File: src/rtl/sign_magnitude_accumulator.sv
// sign_magnitude_accumulator
//   Streaming accumulator for sign-magnitude terms. A packet of terms comes in
//   over a valid/ready port. One sign-magnitude sum per packet goes out over a
//   valid/ready port, together with a sticky overflow flag and a term count.
//   The accumulator is two's complement internally. SATURATE=1 clamps the sum
//   to +/-(2^WIDTH-1) after every add. SATURATE=0 keeps an exact sum in a guard
//   range and reports overflow at the end of the packet.
//
// Ports
//   i_clk        clock, rising edge
//   i_rst        synchronous reset, active-high
//   i_valid      input term valid
//   o_ready      block accepts a term this cycle
//   i_sign       term sign (1 = negative)
//   i_magnitude  term magnitude [WIDTH]
//   i_last       term is the last of its packet
//   o_valid      result valid
//   i_ready      downstream accepts the result
//   o_sign       result sign (0 whenever o_magnitude == 0)
//   o_magnitude  result magnitude [WIDTH]
//   o_overflow   sticky overflow for the packet
//   o_count      terms in the packet, saturating [COUNT_WIDTH]
//   o_dbg_state  current FSM state (0 = ACCUM, 1 = OUT)
//
// Handshake: a transfer happens on a rising edge where valid && ready are both
// high. The producer holds its data stable while valid is high and ready is
// low. o_ready depends only on state and i_rst. o_valid depends only on state.
// Neither port ever waits on the other port's valid.

module sign_magnitude_accumulator #(
  parameter int WIDTH       = 16,
  parameter int GUARD       = 4,
  parameter int SATURATE    = 1,
  parameter int COUNT_WIDTH = 8
) (
  input  logic                   i_clk,
  input  logic                   i_rst,
  input  logic                   i_valid,
  output logic                   o_ready,
  input  logic                   i_sign,
  input  logic [WIDTH-1:0]       i_magnitude,
  input  logic                   i_last,
  output logic                   o_valid,
  input  logic                   i_ready,
  output logic                   o_sign,
  output logic [WIDTH-1:0]       o_magnitude,
  output logic                   o_overflow,
  output logic [COUNT_WIDTH-1:0] o_count,
  output logic [0:0]             o_dbg_state
);

  // Saturating mode needs one bit for the sign. It needs one more bit to hold
  // the sum of two in-range values before the clamp is applied.
  localparam int ACC_W = (SATURATE != 0) ? WIDTH + 2 : WIDTH + 1 + GUARD;

  localparam logic [ACC_W-1:0] MAX_EXT = {{(ACC_W-WIDTH){1'b0}}, {WIDTH{1'b1}}};
  localparam logic [COUNT_WIDTH-1:0] CNT_MAX = {COUNT_WIDTH{1'b1}};

  localparam logic [0:0] ST_ACCUM = 1'b0;
  localparam logic [0:0] ST_OUT   = 1'b1;

  logic [0:0]             state;
  logic [ACC_W-1:0]       acc;
  logic                   sticky;
  logic [COUNT_WIDTH-1:0] cnt;

  logic [ACC_W-1:0]       mag_ext;
  logic [ACC_W-1:0]       term;
  logic [ACC_W:0]         sum_wide;
  logic [ACC_W-1:0]       sum_trunc;
  logic [ACC_W-1:0]       sum_abs;
  logic [ACC_W-1:0]       neg_max;
  logic                   wrap_ovf;
  logic                   sum_big;
  logic [ACC_W-1:0]       acc_next;
  logic                   sticky_next;
  logic [COUNT_WIDTH-1:0] cnt_next;
  logic [ACC_W-1:0]       res_abs;
  logic [WIDTH-1:0]       res_mag;
  logic                   res_ovf;
  logic                   res_sign;
  logic                   accept;

  assign o_ready     = (state == ST_ACCUM) && !i_rst;
  assign o_valid     = (state == ST_OUT);
  assign o_dbg_state = state;
  assign accept      = i_valid && o_ready;

  always_comb begin
    mag_ext  = {{(ACC_W-WIDTH){1'b0}}, i_magnitude};
    // Negating a zero magnitude gives zero, so -0 adds the same value as +0.
    term     = i_sign ? (~mag_ext + 1'b1) : mag_ext;
    // Sign-extend by one bit so that two's-complement overflow of the
    // accumulator shows up as disagreement between the top two bits.
    sum_wide  = {acc[ACC_W-1], acc} + {term[ACC_W-1], term};
    sum_trunc = sum_wide[ACC_W-1:0];
    wrap_ovf  = sum_wide[ACC_W] ^ sum_wide[ACC_W-1];
    sum_abs   = sum_trunc[ACC_W-1] ? (~sum_trunc + 1'b1) : sum_trunc;
    sum_big   = (sum_abs > MAX_EXT);
    neg_max   = ~MAX_EXT + 1'b1;

    if (SATURATE != 0) begin
      if (sum_big) begin
        acc_next = sum_trunc[ACC_W-1] ? neg_max : MAX_EXT;
      end else begin
        acc_next = sum_trunc;
      end
      sticky_next = sticky | sum_big;
    end else begin
      acc_next    = sum_trunc;
      sticky_next = sticky | wrap_ovf;
    end

    cnt_next = (cnt == CNT_MAX) ? cnt : cnt + 1'b1;

    // Result fields are taken from the sum that includes the current term.
    res_abs  = acc_next[ACC_W-1] ? (~acc_next + 1'b1) : acc_next;
    res_mag  = res_abs[WIDTH-1:0];
    res_ovf  = sticky_next | (res_abs > MAX_EXT);
    // A wrapped sum can be negative while its low WIDTH bits are zero. The
    // sign is suppressed in that case so that a zero result never reads as -0.
    res_sign = acc_next[ACC_W-1] && (res_mag != '0);
  end

  always_ff @(posedge i_clk) begin
    if (i_rst) begin
      state       <= ST_ACCUM;
      acc         <= '0;
      sticky      <= 1'b0;
      cnt         <= '0;
      o_sign      <= 1'b0;
      o_magnitude <= '0;
      o_overflow  <= 1'b0;
      o_count     <= '0;
    end else begin
      case (state)
        ST_ACCUM: begin
          if (accept) begin
            acc    <= acc_next;
            sticky <= sticky_next;
            cnt    <= cnt_next;
            if (i_last) begin
              state       <= ST_OUT;
              o_sign      <= res_sign;
              o_magnitude <= res_mag;
              o_overflow  <= res_ovf;
              o_count     <= cnt_next;
            end
          end
        end
        ST_OUT: begin
          // The data outputs keep their values after the handoff. Only the
          // packet state is cleared for the next packet.
          if (i_ready) begin
            state  <= ST_ACCUM;
            acc    <= '0;
            sticky <= 1'b0;
            cnt    <= '0;
          end
        end
        default: state <= ST_ACCUM;
      endcase
    end
  end

endmodule

File: config.mk
export PLATFORM = sky130hd
export DESIGN_NAME = sign_magnitude_accumulator
export DESIGN_NICKNAME = d
export VERILOG_FILES = /design/src/rtl/sign_magnitude_accumulator.sv
export SDC_FILE = /design/constraint.sdc
export NUM_CORES = 1
export LEC_CHECK = 0
export ABC_AREA = 0
export CORE_UTILIZATION = 30
export CTS_CLUSTER_SIZE = 28
export DETAILED_ROUTE_END_ITERATION = 16
export GPL_TIMING_DRIVEN = 0
export PLACE_DENSITY = 0.57
export SLEW_MARGIN = 10
export SYNTH_ARGS = -nofsm -noshare
export SYNTH_HDL_FRONTEND = slang
export SYNTH_SLANG_ARGS = --single-unit
export TNS_END_PERCENT = 100
File: constraint.sdc
create_clock -name i_clk -period 14.2 [get_ports i_clk]
set_input_delay 2.13 -clock i_clk [delete_from_list [all_inputs] [get_ports i_clk]]
set_output_delay 2.13 -clock i_clk [all_outputs]
set_load 0.01 [all_outputs]
Word level (Yosys, flattened, before mapping) --
Cells that the tools add are included.
Cells by class: add/sub/neg operators 5, order comparisons 2, equal/unequal tests 3, muxes and demuxes 19, bitwise gates (word level) 6, reduce and logical (&&, ||, !) cells 7
Operators by type and width (number):
- 2-to-1 mux 18 bit | 7
- adder 18 x 1 -> 18 bit (second input constant) | 3
- greater-than comparator 18 x 16 -> 1 bit (second input constant) | 2
- inverter 18 bit | 2
- case mux 18 bit (2 select lines) | 1
- 2-to-1 mux 8 bit | 3
- adder 18 bit | 1
- inverter 16 -> 18 bit | 1
- case mux 8 bit (2 select lines) | 1
- nonzero test 16 bit | 1
- adder 8 x 1 -> 8 bit (second input constant) | 1
- == test 8 bit (second input constant) | 1
- 2-to-1 mux 1 bit | 5
- inequality test 2 bit (second input constant) | 2
- case mux 1 bit (2 select lines) | 2
- logical AND 1 bit | 3
- AND reduction 3 bit | 1
- OR 1 bit | 2
- AND reduction 2 bit | 1
- zero test 1 bit | 1
- inverter 1 bit | 1
Word-level totals: register bits 54, word-level logic and storage cells 50

Depth between registers and ports, before layout --
depth after elaboration 14, gate-level depth with buffers 26, depth with buffers taken out 23

Least setup slack after synthesis --
No wires, ideal clock.
path kind input port to flip-flop, from input port i_magnitude[5], to register o_sign, setup time 131 ps, data arrival time 7135 ps, required time 14069 ps, slack 6934 ps, stages on the path 23, path through nor4_4 nand2_1 or2_2 o41ai_1 xnor2_1 ha_1 buf_2 a21o_1 o21bai_1 or2_2 o211ai_1 o21ai_1 o41ai_2 nor2_2 a21oi_1 buf_2 nor2_1 ha_1 o21ai_0 o311ai_1 or3_1 a2111oi_2 a31oi_1
On the way: word-level cells in the longest chain between the ends 14, elaborated cells between the ends (all ways) 15, those cells by class 4 x add/sub; 1 x order compare; 5 x mux; 3 x bitwise; 2 x reduce/logical
Ends and longest elaborated chain:
- from (decl) | RTL line 41 | input logic [WIDTH-1:0] i_magnitude,
- inverter 16 -> 18 bit | RTL line 92 | term = i_sign ? (~mag_ext + 1'b1) : mag_ext;
- adder 18 x 1 -> 18 bit | RTL line 92
- 2-to-1 mux 18 bit * | RTL line 92
- adder 18 bit * | RTL line 95 | sum_wide = {acc[ACC_W-1], acc} + {term[ACC_W-1], term};
- inverter 18 bit | RTL line 98 | sum_abs = sum_trunc[ACC_W-1] ? (~sum_trunc + 1'b1) : sum_trunc;
- adder 18 x 1 -> 18 bit | RTL line 98
- 2-to-1 mux 18 bit | RTL line 98
- greater-than comparator 18 x 16 -> 1 bit | RTL line 99 | sum_big = (sum_abs > MAX_EXT);
- 2-to-1 mux 18 bit * | RTL line 103 | if (sum_big) begin
- inverter 18 bit | RTL line 117 | res_abs = acc_next[ACC_W-1] ? (~acc_next + 1'b1) : acc_next;
- adder 18 x 1 -> 18 bit | RTL line 117
- 2-to-1 mux 18 bit | RTL line 117
- nonzero test 16 bit | RTL line 122 | res_sign = acc_next[ACC_W-1] && (res_mag != '0);
- logical AND 1 bit * | RTL line 122
- to (signal assigned) | RTL line 144 | o_sign <= res_sign;
- to (decl) | RTL line 45 | output logic o_sign,
Every way passes the cells marked *; elsewhere a longest branch is shown, timed or not. A chain may end at the register's enable or synchronous reset.

Worst setup path in the final report --
from input port i_magnitude[3], to register o_sign
Same word-level chain as after synthesis.

==> metrics.md <==
| Metric | Value |
|---|---|
| Status | `complete, no violations` |
| GRT Overall Usage | `0.203` |
| Clk network pwr share | `0.203` |
| DRC violations left | `0` |
| Via count | `5103` |
| Async SR Flop Fraction | `0` |
| CTS resizes | `0` |
| Post-route ant nets | `0` |
| Flop2flop setup slack | `8.50 ns` |
| Htree depth | `2` |
| FF-to-FF path depth | `19` |
| CTS hold repair buffers | `0` |
| Row count | `45` |
| Total CTS buffers | `5` |
| Comb power frac | `0.531` |
| Post-synth EDFFs | `0` |
| Reg-to-Reg End | `o_sign` |
| Clk Latency, worst-skew pair | `about 0.31 ns` |
| Mapped cell area | `4780 um^2` |
| Seq pwr share | `0.265` |
| CP startpoint | `i_magnitude[3]` |
| Slew headroom | `0.464` |
| DR vias/cell | `5.63` |
| Crit-path cells | `clkdlybuf4s50_1 > nor4_4 > nand2_1 > or2_2 > o41ai_1 > xnor2_1 > ha_1 > buf_2 > a21o_1 > o21bai_1 > or2_2 > o211ai_1 > o21ai_1 > o41ai_2 > nor2_2 > a21oi_1 > buf_2 > nor2_1 > ha_1 > o21ai_0 > o311ai_1 > or3_1 > a2111oi_2 > a31oi_1` |
| Worst setup path endpoint | `o_sign` |
| Setup Buffers After CTS | `0` |
| Fin cells | `907` |
| Unrepaired setup endpoints after global routing | `false` |
| CP Class | `in -> reg` |
| Final worst path period share | `0.613` |
| Setup TNS | `0 ns` |
| Reg clk slew, reported paths | `~0.08 ns` |
| Worst reg2reg path startpoint | `acc[0]` |
| Hold Startpoint | `o_magnitude[3]` |
| Clock root cell | `clkbuf_16` |
| DRT Wirelength | `around 16 mm` |
| Routed len/inst | `17.8 um` |
| PD cells | `around 110 nW/um^2` |
| Post-Place Cells | `899` |
| I/O Pins | `51` |
| Fmax | `115 MHz` |
| Initial core utilization | `0.311` |
| Worst-Margin Slew | `0.802 ns` |
| Layout area overhead | `18.9%` |
| Clock skew | `approximately 0.0095 ns` |
| Max FO, Critical Path | `10` |
| Crit path largest cell delay | `roughly 0.6 ns` |
| LEAKAGE | `2.04 nW` |
| NumNets Final | `740` |
| Max-slew violation count | `0` |
| Crit path depth | `24` |
| Drt first-iter violations | `370` |
| Yosys Warn Count | `0` |
| Sw Pwr | `roughly 0.29 mW` |
| Detail Placement HPWL | `~13 mm` |
| Crit path time final | `8.71 ns` |
| Library cells used by synthesis | `83` |
| Initial antenna violation count | `0` |
| Layout cells sized above 1 | `0.0776` |
| Final setup vio count | `0` |
| Bufs and invs on worst path | `3` |
| Number of global-route vias before repair | `4886` |
| 1st-pass router iterations | `5` |
| P_int | `0.352 mW` |
| Largest net degree at the start of global routing | `18` |
| N_diodes | `0` |
| Hold WC Path Type | `reg -> reg` |
| Fin. Hold Viols | `0` |
| Sink Count | `54` |
| CP arrival | `8.89 ns` |
| Clock Tree Buf Depth | `2` |
| CP top delay family | `compound AO/OA/AOI/OAI gates` |
| Number of synthesized register bits | `54` |
| CTS tree | `built` |
| Syn_area_per_cell | `7.46 um^2` |
| Switching share of power | `0.452` |
| Core Box Area | `15400 um^2` |
| Gate Count Post-Synth | `640` |
| Die width | `128 um` |
| VDD IR max | `52.0 uV` |
| CP Capture Type | `register` |
| Worst path slowest cell | `o41ai_2` |
| Grt ovf | `0` |
| Sequential area share after synthesis | `0.226` |
| Placer Congestion | `0.919` |
| Die height | `128 um` |
| Worst Path Required | `14.38 ns` |
| Port bufs | `48` |
| CP Launch Type | `primary input` |
| Maxcap violations | `0` |
| Mapped Nets | `685` |
| Die ar. | `16400 um^2` |
| Synth Flop Type | `dfxtp_1` |
| Global-route wire length before repair | `25.9 mm` |
==> cell usage after synthesis, types with 4 or more instances <==
master     n  area, um^2
nand2_1   77         289
nor2_1    70         263
a21oi_1   65         325
dfxtp_1   54        1080
o21ai_0   33         165
clkbuf_1  27         101
xnor2_1   25         219
nand3_1   24         120
ha_1      22         275
nor3_1    16        80.1
a22oi_1   15         113
inv_1     15        56.3
a211oi_1  10        75.1
a21o_1    10        75.1
buf_2      9        45.0
a31oi_1    8        50.1
and2_1     8        50.1
o211ai_1   8        60.1
o21a_1     8        60.1
o31ai_1    8        60.1
nand4_1    5        31.3
o211a_1    5        50.1
or3_1      5        31.3
a21oi_2    4        35.0
and3_1     4        25.0
nand2b_1   4        25.0
nor2b_1    4        25.0
or2_2      4        25.0
==> worst min path at each step <==
| stage | slack (ns) | endpoint | cells after the start |
|---|---|---|---|
| CTS | 0.46 | o_magnitude[3] | 2 |
| global route | 0.47 | o_magnitude[3] | 2 |
| detailed placement | 0.45 | o_magnitude[3] | 2 |
| floorplan | 0.44 | acc[12] | 2 |
| finish | 0.46 | o_magnitude[3] | 2 |
| global placement | 0.45 | o_magnitude[12] | 2 |
==> area by class of cell <==
cell class	count	area (um^2)
buffer	39	176
clock buffer	6	139
clock inverter	2	17.5
fill	1648	9690
inverter	15	56.3
multi-input combinational	532	3460
sequential	54	1080
tap	211	264
timing repair buffer	48	480
==> worst register-to-register path: stages (launching register included) <==
cell and delay (ns):
dfxtp_1 0.34, ha_1 0.24, inv_1 0.08, fa_1 0.43, nand2b_1 0.24, a21boi_2 0.37
o21ai_1 0.17, a21boi_0 0.44, o2111ai_4 0.26, o41ai_2 0.50, nor2_2 0.13, a21oi_1 0.36
buf_2 0.30, nor2_1 0.11, ha_1 0.34, o21ai_0 0.29, o311ai_1 0.14, or3_1 0.34
a2111oi_2 0.36, a31oi_1 0.13
==> layer usage <==
metal,vias to the layer above,part of all wire,track usage
met5,-,0,0
met4,0,0.027,0.0678
met3,28,0.056,0.0401
met2,160,0.46,0.331
met1,2441,0.46,0.268
li1,2474,-,-
==> state kept, by name, summed over array words and instances (netlist names) <==
signal and count:
o_dbg_state 1, cnt 8, o_count 8, o_overflow 1, o_sign 1, acc 18
o_magnitude 16, sticky 1
==> cell families after synthesis <==
family                   after synthesis  synth area share
buffers and inverters                 54            0.0487
adder cells (fa/ha/maj)               23            0.0618
flip-flops                            54             0.226
AND/OR/NAND/NOR                      245             0.248
AO/OA/AOI/OAI                        229             0.345
XOR/XNOR                              31            0.0616
multiplexers                           4           0.00865
==> stage by stage <==
stage | utilization | total power, mW | area, um^2 | setup slack, ns | hold WS, ns
after floorplan | - | 0.402 | 4780 | 6.93 | 0.436
after global placement | 0.359 | 0.503 | 5520 | 5.18 | 0.449
after detailed placement | 0.359 | 0.506 | 5520 | 5.25 | 0.449
after CTS | 0.369 | 0.637 | 5680 | 5.56 | 0.459
after global routing | 0.369 | 0.682 | 5680 | 4.96 | 0.474
final | 0.369 | 0.642 | 5680 | 5.49 | 0.458
==> power by group through the flow <==
| stage | Combinational [mW] | Clock, mW | Sequential (mW) |
|---|---|---|---|
| after floorplan | 0.229 | 0 | 0.173 |
| after global placement | 0.329 | 0 | 0.174 |
| after detailed placement | 0.332 | 0 | 0.174 |
| after CTS | 0.334 | 0.133 | 0.171 |
| after global routing | 0.371 | 0.139 | 0.172 |
| final | 0.341 | 0.131 | 0.170 |
==> placed cells by master (no fill, tap or decap), types with 8 or more instances in the layout <==
master | Yosys | routed
inv_1 | 15 | 15
dfxtp_1 | 54 | 54
o211ai_1 | 8 | 8
buf_2 | 9 | 9
clkbuf_1 | 27 | 27
a211oi_1 | 10 | 10
a21o_1 | 10 | 10
nand3_1 | 24 | 24
nor2_1 | 70 | 70
xnor2_1 | 25 | 25
clkdlybuf4s50_1 | 0 | 48
o31ai_1 | 8 | 8
a22oi_1 | 15 | 15
and2_1 | 8 | 8
o21ai_0 | 33 | 33
a21oi_1 | 65 | 65
a31oi_1 | 8 | 8
o21a_1 | 8 | 8
nor3_1 | 16 | 16
nand2_1 | 77 | 77
ha_1 | 22 | 22
Power figures use the tool's default switching activity.
